===== src/rtl/dcout_seq.sv =====
// Output-stage sequencer for the binary-convolutional decoder: walks a zero-padded
// frame into the window shift register and sweeps every class filter per output pixel.
module dcout_seq #(
   parameter int H      = 32,
   parameter int W      = 128,
   parameter int FH     = 3,
   parameter int FW     = 3,
   parameter int PAD    = 1,
   parameter int FD     = 512,
   parameter int ADDR_W = (FD > 1) ? $clog2(FD) : 1,
   parameter int ROW_W  = (H > 1) ? $clog2(H) : 1,
   parameter int COL_W  = (W > 1) ? $clog2(W) : 1
) (
   input  logic              clk,
   input  logic              rst,
   input  logic              start,
   input  logic              in_en,
   output logic              in_ready,
   output logic              sr_en,
   output logic              pad_sel,
   output logic              rom_en,
   output logic [ADDR_W-1:0] rom_addr,
   output logic              out_en,
   output logic [ROW_W-1:0]  out_row,
   output logic [COL_W-1:0]  out_col,
   output logic [ADDR_W-1:0] out_cls,
   output logic              busy,
   output logic              done
);

   localparam int HP = H + 2 * PAD;
   localparam int WP = W + 2 * PAD;
   localparam int RW = (HP > 1) ? $clog2(HP) : 1;
   localparam int CW = (WP > 1) ? $clog2(WP) : 1;

   typedef enum logic [2:0] {IDLE, FEED, COMPUTE, FLUSH, DONE} state_t;

   state_t              state_reg, state_next;
   logic [RW-1:0]       r_reg, r_next;
   logic [CW-1:0]       c_reg, c_next;
   logic [ADDR_W-1:0]   k_reg, k_next;
   logic [ROW_W-1:0]    tag_row_reg, tag_row_next;
   logic [COL_W-1:0]    tag_col_reg, tag_col_next;
   logic                out_en_reg;
   logic [ROW_W-1:0]    out_row_reg;
   logic [COL_W-1:0]    out_col_reg;
   logic [ADDR_W-1:0]   out_cls_reg;

   logic                is_pad, at_window, at_last, feed_shift;
   logic [RW-1:0]       r_adv;
   logic [CW-1:0]       c_adv;

   always_comb begin
      is_pad     = (int'(r_reg) < PAD) || (int'(r_reg) >= H + PAD) ||
                   (int'(c_reg) < PAD) || (int'(c_reg) >= W + PAD);
      at_window  = (int'(r_reg) >= FH - 1) && (int'(c_reg) >= FW - 1);
      at_last    = (int'(r_reg) == HP - 1) && (int'(c_reg) == WP - 1);
      feed_shift = is_pad || in_en;
      if (int'(c_reg) == WP - 1) begin
         c_adv = '0;
         r_adv = r_reg + RW'(1);
      end else begin
         c_adv = c_reg + CW'(1);
         r_adv = r_reg;
      end
   end

   always_comb begin
      state_next   = state_reg;
      r_next       = r_reg;
      c_next       = c_reg;
      k_next       = k_reg;
      tag_row_next = tag_row_reg;
      tag_col_next = tag_col_reg;
      in_ready     = 1'b0;
      sr_en        = 1'b0;
      pad_sel      = 1'b0;
      rom_en       = 1'b0;
      rom_addr     = '0;
      busy         = 1'b1;
      done         = 1'b0;
      case (state_reg)
         IDLE: begin
            busy = 1'b0;
            if (start) begin
               state_next = FEED;
               r_next     = '0;
               c_next     = '0;
            end
         end
         FEED: begin
            pad_sel  = is_pad;
            in_ready = !is_pad;
            sr_en    = feed_shift;
            if (feed_shift) begin
               // A full window is in the shift register once the bottom-right tap lands.
               if (at_window) begin
                  state_next   = COMPUTE;
                  k_next       = '0;
                  tag_row_next = ROW_W'(int'(r_reg) - (FH - 1));
                  tag_col_next = COL_W'(int'(c_reg) - (FW - 1));
               end else begin
                  r_next = r_adv;
                  c_next = c_adv;
               end
            end
         end
         COMPUTE: begin
            rom_en   = 1'b1;
            rom_addr = k_reg;
            k_next   = k_reg + ADDR_W'(1);
            if (int'(k_reg) == FD - 1) begin
               k_next = '0;
               if (at_last) begin
                  state_next = FLUSH;
               end else begin
                  state_next = FEED;
                  r_next     = r_adv;
                  c_next     = c_adv;
               end
            end
         end
         FLUSH: state_next = DONE;
         DONE: begin
            done       = 1'b1;
            state_next = IDLE;
         end
         default: state_next = IDLE;
      endcase
   end

   always_ff @(posedge clk or negedge rst) begin
      if (!rst) begin
         state_reg   <= IDLE;
         r_reg       <= '0;
         c_reg       <= '0;
         k_reg       <= '0;
         tag_row_reg <= '0;
         tag_col_reg <= '0;
         out_en_reg  <= 1'b0;
         out_row_reg <= '0;
         out_col_reg <= '0;
         out_cls_reg <= '0;
      end else begin
         state_reg   <= state_next;
         r_reg       <= r_next;
         c_reg       <= c_next;
         k_reg       <= k_next;
         tag_row_reg <= tag_row_next;
         tag_col_reg <= tag_col_next;
         // Aligns the tags with the ROM data, which arrives one cycle after the address.
         out_en_reg  <= rom_en;
         out_row_reg <= rom_en ? tag_row_reg : '0;
         out_col_reg <= rom_en ? tag_col_reg : '0;
         out_cls_reg <= rom_addr;
      end
   end

   assign out_en  = out_en_reg;
   assign out_row = out_row_reg;
   assign out_col = out_col_reg;
   assign out_cls = out_cls_reg;

endmodule


===== config.mk =====
export PLATFORM = sky130hd
export DESIGN_NAME = dcout_seq
export DESIGN_NICKNAME = d
export VERILOG_FILES = /design/src/rtl/dcout_seq.sv
export SDC_FILE = /design/constraint.sdc
export NUM_CORES = 1
export LEC_CHECK = 0
export ABC_CLOCK_PERIOD_IN_PS = 5600
export CAP_MARGIN = 20
export CORE_UTILIZATION = 55
export CTS_CLUSTER_DIAMETER = 100
export CTS_CLUSTER_SIZE = 40
export DETAILED_ROUTE_END_ITERATION = 8
export MAX_ROUTING_LAYER = met4
export PLACE_DENSITY = 0.86
export SYNTH_ARGS = -nofsm -noshare
export SYNTH_HDL_FRONTEND = slang
export SYNTH_SLANG_ARGS = --single-unit

===== constraint.sdc =====
create_clock -name clk -period 5.6 [get_ports clk]
set_input_delay 1.12 -clock clk [delete_from_list [all_inputs] [get_ports clk]]
set_output_delay 1.12 -clock clk [all_outputs]
set_load 0.02 [all_outputs]

==> run summary, run 1 <==
### Flow run
* maxcap violations: 0

### Finish
* area delta synth->final: 22.53%
* fraction of final layout cells sized beyond drive strength 1: 8.631%
* number of nets in the finished design: 349
* antenna diode count: 0

### Yosys
* post-synthesis sequential element count: 60
* most common library cells after synthesis: sky130_fd_sc_hd__dfrtp_1, sky130_fd_sc_hd__o21ai_0, sky130_fd_sc_hd__nor2_1, sky130_fd_sc_hd__and2_1, sky130_fd_sc_hd__nand2_1
* library cell with the largest summed area after synthesis: sky130_fd_sc_hd__dfrtp_1
* Post-Syn Area: 2977 um2
* nets in the synthesized netlist: 310
* library cell with the highest instance count after synthesis: sky130_fd_sc_hd__dfrtp_1
* ys async rst share: 100.0%
* Seq/Total Area, Yosys: 50.44%
* post-synthesis cell type count: 45
* count of flip-flops with a built-in enable after synthesis: 0
* top post-synthesis cells by area: sky130_fd_sc_hd__dfrtp_1, sky130_fd_sc_hd__ha_1, sky130_fd_sc_hd__and2_1
* post-synthesis cell count: 292
* top-area cell type share of the netlist area: 50.44%
* average cell area after synthesis: 10.19 um2
* Yosys Warn Count: 0
* most used flip-flop cell after synthesis: sky130_fd_sc_hd__dfrtp_1

### Clock tree
* clock latency reported for the late side of the worst-skew pair: 340 ps
* CTS clock-pin slew for the worst setup and hold paths: 70 ps
* Max Root-Sink Buffers: 2
* total of cells resized after clock tree synthesis: 0
* number of levels in the clock H-tree: 3
* number of buffers created by CTS: 9
* post-CTS setup buffer count: 0
* sink count of the clock tree: 60
* CTS root buffer: sky130_fd_sc_hd__clkbuf_8
* CTS tree: done
* quantity of hold-fixing buffers added after cts: 0

### Run status
* status: complete, no violations

### Drt
* detail-routed net length per standard cell: 14.53 um
* detailed route wirelength on metal3: 129 um
* DRC marker count from the first detailed-route iteration: 166
* sum of met2 wire segment lengths after detailed routing: 2.825 mm
* overall via count from detail_route: 2,261
* DRC violations left: 0
* antenna-violating nets left: 0
* routed wire length: 5.899 mm
* top metal layer carrying routed signals: met4
* vias per cell: 5.569
* number of iterations in the first detailed-routing pass: 4
* DRT met1 WL: 2.834 mm

### Critical path
* crit-path max FO: 6
* CP Launch Type: register
* crit end category: output port
* data arrival time of the critical path: 2610 ps
* worst path required time: 4480 ps
* critical setup path kind: register to output port

### Timing
* fmax: 0.2680 GHz
* Least-Margin Pin Slew: 724.1 ps
* number of slew-limit violations in the final report: 0
* number of setup violations in the final report: 0
* number of failing hold endpoints at the final stage: 0
* total negative slack: 0 ps
* clock skew after layout: 9.072 ps
* setup repair after global routing missed its margin: no
* remaining max-slew budget at the tightest pin: 51.72%
* Min Clock Period, post-route: 3732 ps
* share of the clock period used by the worst path after layout: 66.64%

### Pwr
* power after layout: 932.3 uW
* power density over the cells: 255.6 nW/um2
* VDD IR max: 177.8 uV
* leakage: 0.001504 uW

### Min path
* worst min path class: register to register

### Place
* GPL Wtd Cong: 0.9177
* number of port buffers: 40
* DP HPWL: 4.020 mm

### Die
* Die Span Y: 75.57 um
* area of the placeable core: 5172 um2
* number of primary I/O pins: 41
* DIE AREA: 5710 um2
* die width: 75.57 um
* initial cell density of the core: 57.55%
* # rows: 26

### Global routing
* antenna violations before repair: 0
* first-pass GRT wire length: 9.618 mm
* largest net degree at the start of global routing: 61
* overall track demand over capacity in global routing: 23.86%
* number of global-route vias before repair: 2,022
* grt ovf: 0

[metal layers]
layer | global-route usage [%] | vias up
met2 | 35.32 | 38
met3 | 4.762 | 10
met5 | - | -
met4 | 10.49 | 0
li1 | - | 1092
met1 | 31.86 | 1121
[through the flow]
stage	area, um2	hold slack, ps	setup slack [ps]	std cells	util [%]
after floorplan	2977	449.4	2850	292	-
after global placement	3397	462.9	1929	390	65.67
after detailed placement	3397	462.3	1935	390	65.67
after CTS	3647	477.5	1855	406	70.51
after global routing	3647	498.3	1690	406	70.51
final	3647	476.2	1868	406	70.51
[layout by cell type, fill, tap and decap left out, types with 6 or more instances in the layout]
cell type,netlist,layout
sky130_fd_sc_hd__dfrtp_1,60,60
sky130_fd_sc_hd__clkdlybuf4s50_1,0,39
sky130_fd_sc_hd__o21ai_0,28,28
sky130_fd_sc_hd__nor2_1,26,26
sky130_fd_sc_hd__and2_1,24,24
sky130_fd_sc_hd__nand2_1,19,19
sky130_fd_sc_hd__ha_1,14,14
sky130_fd_sc_hd__a21oi_1,13,13
sky130_fd_sc_hd__clkbuf_8,0,11
sky130_fd_sc_hd__inv_1,10,10
sky130_fd_sc_hd__nand3_1,9,9
sky130_fd_sc_hd__nor3_1,8,7
sky130_fd_sc_hd__a22o_1,7,7
sky130_fd_sc_hd__and3_1,6,6
sky130_fd_sc_hd__o31ai_1,6,6
[cell families after synthesis]
logic type | after synthesis | share of synthesized area (%)
muxes | 6 | 2.144
AOI/OAI and AO/OA | 65 | 13.79
buffers and inverters | 25 | 4.455
DFF | 60 | 50.44
xor gates and xnor gates | 6 | 1.765
and+or+nand+nor | 116 | 21.52
adders and majority gates | 14 | 5.885
[report_power, final]
part / internal (uW) / switching [uW]
combinational: 2.36 / 9.07
sequential: 433 / 0
clock: 319 / 168
[critical path: stages (launching register included)]
cell and delay [ps]:
sky130_fd_sc_hd__dfrtp_1 450, sky130_fd_sc_hd__inv_1 180, sky130_fd_sc_hd__ha_1 170, sky130_fd_sc_hd__nor4b_2 220, sky130_fd_sc_hd__mux2i_1 320, sky130_fd_sc_hd__o21ai_0 190, sky130_fd_sc_hd__nor2_1 130, sky130_fd_sc_hd__clkdlybuf4s50_1 610
[path summary, 6_finish.rpt]
kind,endpoint,slack (ps),from,cells past startpoint
min reg2reg,out_col[2]$_DFF_PN0_,480,tag_col_reg[2]$_DFFE_PN0P_,1
max,in_ready,1870,r_reg[1]$_DFFE_PN0P_,7
max reg2reg,r_reg[3]$_DFFE_PN0P_,2710,k_reg[0]$_DFFE_PN0P_,10
min,out_col[2]$_DFF_PN0_,480,tag_col_reg[2]$_DFFE_PN0P_,1
max in group asynchronous,state_reg[1]$_DFFE_PN0P_,4200,rst,2
min in group asynchronous,out_col[4]$_DFF_PN0_,910,rst,2
[layout make-up]
type | count | area, um2
Fill cell | 365 | 1525
Sequential cell | 60 | 1501
Multi-Input combinational cell | 207 | 1353
Timing Repair Buffer | 43 | 417.9
Clock buffer | 12 | 155.1
Clock inverter | 4 | 95.09
Tap cell | 70 | 87.58
Inverter | 10 | 37.54
Power figures use the tool's default switching activity.
==> inputs of run 2 (changes only) <==
==> config.mk (replaced) <==
export PLATFORM = sky130hd
export DESIGN_NAME = dcout_seq
export DESIGN_NICKNAME = d
export VERILOG_FILES = /design/src/rtl/dcout_seq.sv
export SDC_FILE = /design/constraint.sdc
export NUM_CORES = 1
export LEC_CHECK = 0
export ABC_CLOCK_PERIOD_IN_PS = 3500
export CAP_MARGIN = 20
export CORE_UTILIZATION = 54
export CTS_CLUSTER_DIAMETER = 100
export CTS_CLUSTER_SIZE = 40
export DETAILED_ROUTE_END_ITERATION = 8
export MAX_ROUTING_LAYER = met4
export PLACE_DENSITY = 0.85
export SYNTH_ARGS = -nofsm -noshare
export SYNTH_HDL_FRONTEND = slang
export SYNTH_SLANG_ARGS = --single-unit
==> constraint.sdc (replaced) <==
create_clock -name clk -period 3.5 [get_ports clk]
set_input_delay 0.7 -clock clk [delete_from_list [all_inputs] [get_ports clk]]
set_output_delay 0.7 -clock clk [all_outputs]
set_load 0.02 [all_outputs]
==> run 2 against run 1 <==
Sequential cell count did not move; sequential share of layout area rose by 0.76 points; die area rose by 1.8%.
==> run summary, run 2 (synthesis results as in run 1) <==
### Run status
* status: complete, no violations

### Timing
* setup repair after global routing missed its margin: no
* remaining max-slew budget at the tightest pin: 43.86%, -7.9 points
* share of the clock period used by the worst path after layout: 93.23%
* number of setup violations in the final report: 0, unchanged
* fmax: 0.3065 GHz
* Min Clock Period, post-route: 3263 ps
* Least-Margin Pin Slew: 842.1 ps, +117.9 ps
* clock skew after layout: 6.761 ps, -2.311 ps
* number of slew-limit violations in the final report: 0, unchanged
* number of failing hold endpoints at the final stage: 0, unchanged
* total negative slack: 0 ps, unchanged
* Hold WS: 475.1 ps, -1.090 ps

### Place
* number of port buffers: 40, unchanged
* DP HPWL: 4.039 mm, +0.48%
* Placement Cell Area: 3405 um2, +0.22%
* GPL Wtd Cong: 0.9042, -1.5%

### Critical path
* critical setup path kind: register to output port
* crit-path max FO: 6, unchanged
* library cell contributing the largest single delay on the critical path: sky130_fd_sc_hd__clkdlybuf4s50_1
* CP cell instances: inv_1 -> ha_1 -> nor4b_2 -> mux2i_1 -> o21ai_0 -> nor2_1 -> clkdlybuf4s50_1
* Worst Reg-to-Reg Cells: 10, unchanged
* data arrival time of the critical path: 2560 ps, -50 ps
* crit end category: output port
* total buffers and inverters traversed by the critical path: 2, unchanged
* cell family contributing the most delay on the critical path: buffers and inverters
* worst path required time: 2800 ps, -1680 ps
* CP Launch Type: register
* largest stage delay on the critical path: 610 ps, about the same
* Crit. path cell count: 7, unchanged

### Clock tree
* number of levels in the clock H-tree: 3, unchanged
* CTS tree: done
* CTS clock-pin slew for the worst setup and hold paths: 70 ps, about the same
* clock latency reported for the late side of the worst-skew pair: 330 ps, about the same
* total of cells resized after clock tree synthesis: 0, unchanged
* number of buffers created by CTS: 9, unchanged
* sink count of the clock tree: 60, unchanged
* CTS root buffer: sky130_fd_sc_hd__clkbuf_8
* quantity of hold-fixing buffers added after cts: 0, unchanged
* Max Root-Sink Buffers: 2, unchanged
* post-CTS setup buffer count: 0, unchanged

### Pwr
* leakage: 0.001468 uW, -2.3%
* power density over the cells: 352.8 nW/um2, +38%
* power after layout: 1263 uW, +36%
* VDD IR max: 218.7 uV, +23%

### Finish
* fraction of final layout cells sized beyond drive strength 1: 8.929%, +0.30 points
* area delta synth->final: 20.30%
* Non-Filler Cell Area, Final: 3581 um2, -1.8%
* most frequent standard cell in the layout excluding fill and tap cells: sky130_fd_sc_hd__dfrtp_1
* core occupancy in the finished layout: 68.80%, -1.7 points
* number of nets in the finished design: 350, +0.29%
* highest-count cells in the layout ignoring fill and taps: sky130_fd_sc_hd__dfrtp_1, sky130_fd_sc_hd__clkdlybuf4s50_1, sky130_fd_sc_hd__o21ai_0
* Layout fillers: 402, +10%
* antenna diode count: 0, unchanged

### Global routing
* grt ovf: 0, unchanged
* number of global-route vias before repair: 2,102, +4.0%
* overall track demand over capacity in global routing: 22.58%, -1.3 points
* first-pass GRT wire length: 9.846 mm, +2.4%
* antenna violations before repair: 0, unchanged
* largest net degree at the start of global routing: 42, -31%

### Drt
* detail-routed net length per standard cell: 13.90 um, -4.3%
* DRC marker count from the first detailed-route iteration: 113, -32%
* routed wire length: 5.644 mm, -4.3%
* number of iterations in the first detailed-routing pass: 4, unchanged
* DRC violations left: 0, unchanged
* vias per cell: 5.505, -1.1%
* overall via count from detail_route: 2,235, -1.1%
* antenna-violating nets left: 0, unchanged

### Die
* Die Span Y: 76.25 um, +0.90%
* number of primary I/O pins: 41, unchanged
* die width: 76.25 um, +0.90%
* initial cell density of the core: 57.19%, -0.36 points
* area of the placeable core: 5205 um2, +0.63%
* DIE AREA: 5813 um2, +1.8%
* # rows: 26, unchanged

### Flow run
* maxcap violations: 0, unchanged

### Min path
* worst min path class: primary input to async pin

## run 2: changes by cell type in the layout (fill, tap and decap cells not counted), sizes merged
cell	before	now
clkinv	1	2
bufinv	3	0
buf	4	5
clkbuf	12	11
clkinvlp	0	2
## run 2: where the power goes
| group | switching (uW) | leakage (uW) | internal, uW | total (uW) |
|---|---|---|---|---|
| clock | 263 | 0.0000872 | 289 | 551 |
| sequential | 0 | 0.000663 | 693 | 693 |
| combinational | 14.8 | 0.000719 | 3.80 | 18.6 |
| total | 277 | 0.00147 | 986 | 1260 |
## run 2: worst paths after layout
path                                   endpoint  slack (ps)                  startpoint
max                                    in_ready         240        r_reg[1]$_DFFE_PN0P_
min                        out_cls[2]$_DFF_PN0_         480                         rst
max reg2reg                r_reg[5]$_DFFE_PN0P_         590        k_reg[0]$_DFFE_PN0P_
min reg2reg                out_row[4]$_DFF_PN0_         480  tag_row_reg[4]$_DFFE_PN0P_
max in group asynchronous  c_reg[0]$_DFFE_PN0P_        2240                         rst
min in group clk           out_row[4]$_DFF_PN0_         480  tag_row_reg[4]$_DFFE_PN0P_
## run 2: final cells by class
| type | count | area, um2 | share of cell area [%] |
|---|---|---|---|
| inverter | 10 | 37.54 | 1.048 |
| clock buffer | 11 | 151.4 | 4.228 |
| timing repair buffer | 44 | 425.4 | 11.88 |
| sequential | 60 | 1501 | 41.93 |
| multi-input combinational | 207 | 1353 | 37.77 |
| clock inverter | 4 | 25.02 | 0.6988 |
| tap | 70 | 87.58 | 2.446 |
## run 2: through the flow
| step | std cells | setup WS, ps |
|---|---|---|
| after floorplan | 292 | 1099 |
| after detailed placement | 391 | 577.7 |
| after global placement | 391 | 638.5 |
| final | 406 | 237.0 |
| after global routing | 406 | 36.31 |
| after CTS | 406 | 222.9 |
## run 2: layer usage
layer	wire length (um)	global-route usage [%]
met1	2677	29.40
met2	2611	33.78
met4	173	12.69
met5	0	-
met3	182	3.593
